<file path="src/rtl/arithmetic_block_1bit.sv">
`default_nettype none
// ============================================================================
// Module   : arithmetic_block_1bit
// Brief    : One-bit registered arithmetic slice (8 ops on A, B, Cin) for the
//            ripple-carry datapath; optional registered P/G via ARITH_BLOCK_PG_EN.
// Revision : 1.0  initial release
// ============================================================================
module arithmetic_block_1bit (
    input  logic       Clk,
    input  logic       Reset,
    input  logic       A,
    input  logic       B,
    input  logic       Cin,
    input  logic [2:0] opsel,
    output logic       Result,
    output logic       Cout,
    output logic       Ovf
`ifdef ARITH_BLOCK_PG_EN
    ,
    output logic       P,
    output logic       G
`endif
);

    localparam logic [2:0] c_OP_ADD   = 3'b000;
    localparam logic [2:0] c_OP_SUB   = 3'b001;
    localparam logic [2:0] c_OP_INC   = 3'b010;
    localparam logic [2:0] c_OP_DEC   = 3'b011;
    localparam logic [2:0] c_OP_PASSA = 3'b100;
    localparam logic [2:0] c_OP_NEG   = 3'b101;
    localparam logic [2:0] c_OP_RSUB  = 3'b110;
    localparam logic [2:0] c_OP_PASSB = 3'b111;

    logic w_x;
    logic w_y;
    logic w_pass;
    logic w_pass_val;
    logic w_sum;
    logic w_carry;
    logic w_result;
    logic w_cout;
    logic w_ovf;

    logic r_result;
    logic r_cout;
    logic r_ovf;

    // Operand steering: pass ops bypass the adder and force carry to zero.
    always_comb begin
        w_x        = 1'b0;
        w_y        = 1'b0;
        w_pass     = 1'b0;
        w_pass_val = 1'b0;
        case (opsel)
            c_OP_ADD:   begin w_x = A;  w_y = B;    end
            c_OP_SUB:   begin w_x = A;  w_y = ~B;   end
            c_OP_INC:   begin w_x = A;  w_y = 1'b0; end
            c_OP_DEC:   begin w_x = A;  w_y = 1'b1; end
            c_OP_PASSA: begin w_pass = 1'b1; w_pass_val = A; end
            c_OP_NEG:   begin w_x = ~A; w_y = 1'b0; end
            c_OP_RSUB:  begin w_x = B;  w_y = ~A;   end
            c_OP_PASSB: begin w_pass = 1'b1; w_pass_val = B; end
            default:    begin w_x = 1'b0; w_y = 1'b0; end
        endcase
    end

    assign w_sum    = w_x ^ w_y ^ Cin;
    assign w_carry  = (w_x & w_y) | (Cin & (w_x ^ w_y));
    assign w_result = w_pass ? w_pass_val : w_sum;
    assign w_cout   = w_pass ? 1'b0 : w_carry;
    assign w_ovf    = w_pass ? 1'b0 : (Cin ^ w_carry);

    always_ff @(posedge Clk) begin
        if (Reset) begin
            r_result <= 1'b0;
            r_cout   <= 1'b0;
            r_ovf    <= 1'b0;
        end else begin
            r_result <= w_result;
            r_cout   <= w_cout;
            r_ovf    <= w_ovf;
        end
    end

    assign Result = r_result;
    assign Cout   = r_cout;
    assign Ovf    = r_ovf;

`ifdef ARITH_BLOCK_PG_EN
    logic w_p;
    logic w_g;
    logic r_p;
    logic r_g;

    assign w_p = w_pass ? 1'b0 : (w_x ^ w_y);
    assign w_g = w_pass ? 1'b0 : (w_x & w_y);

    always_ff @(posedge Clk) begin
        if (Reset) begin
            r_p <= 1'b0;
            r_g <= 1'b0;
        end else begin
            r_p <= w_p;
            r_g <= w_g;
        end
    end

    assign P = r_p;
    assign G = r_g;
`endif

endmodule
`default_nettype wire

</file>
<file path="config.mk">
export PLATFORM = sky130hd
export DESIGN_NAME = arithmetic_block_1bit
export DESIGN_NICKNAME = d
export VERILOG_FILES = /design/src/rtl/arithmetic_block_1bit.sv
export SDC_FILE = /design/constraint.sdc
export NUM_CORES = 1
export LEC_CHECK = 0
export ABC_AREA = 1
export CAP_MARGIN = 40
export CORE_AREA = 2 2 39 41
export CTS_CLUSTER_SIZE = 24
export DETAILED_ROUTE_END_ITERATION = 8
export DIE_AREA = 0 0 41 43
export MAX_ROUTING_LAYER = met4
export PLACE_DENSITY = 0.47
export SYNTH_ARGS = -nofsm -noshare
export SYNTH_HDL_FRONTEND = slang
export SYNTH_SLANG_ARGS = --single-unit
</file>
<file path="constraint.sdc">
create_clock -name Clk -period 2.55 [get_ports Clk]
set_input_delay 0.255 -clock Clk [delete_from_list [all_inputs] [get_ports Clk]]
set_output_delay 0.255 -clock Clk [all_outputs]
set_load 0.01 [all_outputs]
</file>
### After elaboration in Yosys (flattened, before gate mapping)

Cells that the tools add are included.

* bits in registers: 3
* bits in latches: 0
* RAM bits: 0
* memory bits (read-only): 0
* input bits: 8
* memories: 0

* $add $sub $neg: 0
* multipliers: 0
* divide/modulo/power cells: 0
* order comparisons: 0
* equality and inequality tests: 7
* shift-type cells: 0
* multiplexer cells: 5
* bitwise operators: 8
* reductions and logical operators: 4

Operator list (number)
* $eq 3x3->1 const B: 4
* $eq 3x2->1 const B: 2
* $pmux 1 s4: 1
* $reduce_or 2->1: 2
* $reduce_or 4->1: 1
* $eq 3x1->1 const B: 1
* $logic_not 3->1: 1
* $pmux 1 s3: 1
* $xor 1x1->1: 3
* $and 1x1->1: 2
* $mux 1: 2
* $not 1->1: 2
* $pmux 1 s2: 1
* $or 1x1->1: 1

### Longest topological paths before layout

* word-level depth: 7
* mapped depth: 10

### Worst setup path after synthesis

No wires, ideal clock.

* path type: input port to flip-flop
* start: input opsel[1]
* end: register r_result (netlist: Result)
* library setup time: 0.113 ns
* arrival time: 1.216 ns
* slack: 1.222 ns
* stages: 8
* cells stage by stage: inv_1 nand2_1 o211ai_1 fa_1 inv_1 nand3_1 nand2_1 nor2_1

* word-level cells in the longest chain between the ends: 6
* elaborated cells between the ends (all ways): 17
* classes of those cells: eq/ne: 7; mux: 5; bitwise: 2; reduce/logical: 3

RTL lines
* from (decl): RTL line 14 `input logic [2:0] opsel,`
* $eq 3x2->1, or another cell as far along: RTL line 54 `case (opsel)`
* $reduce_or 4->1 (no line)
* $pmux 1 s3: RTL line 54
* $xor 1x1->1 (2 in series): RTL line 67 `assign w_sum = w_x ^ w_y ^ Cin;`
* $mux 1 (*): RTL line 69 `assign w_result = w_pass ? w_pass_val : w_sum;`
* to (signal assigned): RTL line 79 `r_result <= w_result;`
* to (decl): RTL line 44 `logic r_result;`

Mark *: on every way between the ends. The rest lies on a longest branch, timed or not.
A chain may end at the register's enable or synchronous reset.

### Worst setup path after layout

* start: input opsel[0]
* end: register r_result (netlist: Result)

Same word-level chain as after synthesis.

==> metrics.md <==
| Metric | Value |
|---|---|
| CP Max Fanout | `6` |
| Post-synth top area share | `0.254` |
| Worst Path Arrival | `roughly 1.9 ns` |
| Sequential share of the synthesized area | `0.254` |
| DRC errors left | `0` |
| Final Non-Filler Cells | `between 60 and 70` |
| Post-synth top flop | `dfxtp_1` |
| Avg Synthesized Cell Area | `around 6.1 um^2` |
| Met2 WL | `~250 um` |
| Wire length per cell | `7.61 um` |
| Die height | `approximately 43 um` |
| Port buffer count | `10` |
| Final core occ | `0.277` |
| Max layer used | `met3` |
| Via count | `about 260` |
| # hold bufs at CTS | `0` |
| Leakage | `around 0.00019 uW` |
| CTS tree | `yes` |
| Endpoints failing setup | `0` |
| Distinct cells, synth | `12` |
| RSZ-0062 raised after global routing | `no` |
| DP HPWL | `roughly 430 um` |
| Initial Util | `0.171` |
| CP Launch Type | `input port` |
| Area leader, netlist | `dfxtp_1` |
| Slew HR | `0.836` |
| Dominant cells by area after synthesis | `dfxtp_1 25%, inv_1 16%, nand2_1 14%` |
| Status | `complete, no violations` |
| Largest net degree at the start of global routing | `7` |
| Synth Register Bits | `3` |
| Syn nets | `48` |
| CTS resizes | `0` |
| Clock sinks | `3` |
| Number of vias per cell | `3.74` |
| WL met3 | `roughly 35 um` |
| I/O pin total | `11` |
| Hold Path Depth | `4` |
| Top post-synthesis cells by count | `10 x inv_1, 9 x nand2_1, 6 x nor2_1` |
| YS warnings | `0` |
| Fin crit period | `between 1.5 and 2 ns` |
| WHS | `0.645 ns` |
| Initial DRC count | `1` |
| Nets | `63` |
| Final Total Pwr | `about 190 uW` |
| Core Area | `between 1000 and 1500 um^2` |
| HP Class | `in -> reg` |
| Worst-Margin Slew | `0.245 ns` |
| Die X | `between 40 and 50 um` |
| Total Neg Setup Slack | `0 ns` |
| Fill count | `roughly 160` |
| Power Dens Cells | `between 500 and 600 nW/um^2` |
| Max Root-Sink Buffers | `2` |
| Gp weighted congestion | `0.767` |
| Crit path required time | `around 2.7 ns` |
| Initial antenna violation count | `0` |
| Ys async rst share | `0` |
| Layout cells sized above 1 | `0.0943` |
| Placed cells | `65` |
| Vias in the first global route | `~250` |
| Max VDD drop | `78.0 uV` |
| Setup Buffers After CTS | `0` |
| Die area | `roughly 1800 um^2` |
| Synthesis-to-layout area growth | `61.9%` |
| Area of the mapped netlist | `about 240 um^2` |
| Met1 Wirelength | `between 200 and 250 um` |
| Global route total overflow | `0` |
| Post-synth EDFFs | `0` |
| Clk slew on worst S/H paths | `around 0.040 ns` |
| First-pass GRT wire length | `roughly 940 um` |
| DRT Pass-1 Iters | `3` |
| Post-DRT Antenna Nets | `0` |
| Total Wirelength | `about 530 um` |
| Most numerous cell in the Yosys netlist | `inv_1` |
| Mapped Cells | `39` |
| Final Hold Viols | `0` |
| Crit end category | `flip-flop` |
| Row cnt | `14` |
| Maxcap violations | `0` |
| Root Driver | `clkbuf_4` |
| Path type of the worst setup path | `in -> reg` |
| TritonCTS Buffers | `3` |
| Total GRT Usage | `0.0831` |
| Period utilisation layout | `0.689` |
| Final Max Slew Viols | `0` |
| Number of diodes | `0` |
| CTS H-tree depth | `1` |
| Max frequency | `roughly 0.57 GHz` |
power breakdown:
group          total, uW  switching [uW]  internal [uW]  leakage (uW)
registers           52.9           0.950           52.0     0.0000248
logic               54.9            25.4           29.5      0.000154
clock network       84.3            25.6           58.7     0.0000150
cell type report:
cell class | count | area, um^2 | share of cell area
Sequential cell | 3 | 60.1 | 0.157
Timing Repair Buffer | 10 | 100 | 0.261
Inverter | 10 | 37.5 | 0.0980
Tap cell | 16 | 20.0 | 0.0523
Multi-Input combinational cell | 26 | 139 | 0.363
Clock buffer | 4 | 26.3 | 0.0686
metal layers:
layer  vias to the layer above  GRT usage
met1                       108     0.0987
met4                         0      0.100
met2                         7      0.109
met5                         -          -
li1                        143          -
met3                         0          0
cells in the final DEF (no fill, tap or decap):
cell / Yosys / final
dfxtp_1: 3 / 3
nand2_2: 1 / 1
nand2_1: 9 / 9
o21ai_0: 1 / 1
a21oi_1: 1 / 1
xnor2_1: 1 / 1
clkbuf_4: 0 / 3
nand3_1: 4 / 4
fa_1: 1 / 1
o211ai_1: 1 / 1
nand3_2: 1 / 1
nor2_1: 6 / 6
clkbuf_1: 0 / 1
clkdlybuf4s50_1: 0 / 10
inv_1: 10 / 10
path summary, 6_finish.rpt:
kind	from	end
setup / recovery	opsel[0]	Result
hold / removal	Reset	Result
registers in the layout, indices dropped and copies added (netlist names):
signal  count
Result      1
Cout        1
Ovf         1
logic make-up (layout without fill, tap and decap cells):
logic type | after synthesis | after routing | synth area share
AOI/OAI and AO/OA | 3 | 3 | 0.0740
adders and majority gates | 1 | 1 | 0.0847
and+or+nand+nor | 21 | 21 | 0.392
xor gates and xnor gates | 1 | 1 | 0.0370
DFF | 3 | 3 | 0.254
buffers and inverters | 10 | 24 | 0.159
worst max-delay path: stages:
cell	delay [ns]
clkdlybuf4s50_1	0.56
inv_1	0.07
nand2_2	0.08
inv_1	0.06
nand3_1	0.06
o211ai_1	0.11
fa_1	0.51
inv_1	0.04
nand3_1	0.07
nand2_1	0.05
nor2_1	0.07
per-stage QoR:
step | setup slack [ns] | instance area [um^2]
after CTS | 0.784 | 383
final | 0.793 | 383
after global routing | 0.612 | 383
after global placement | 0.540 | 357
after detailed placement | 0.537 | 357
after floorplan | 1.22 | 236
Note: power is estimated with default switching activity, not from simulation.
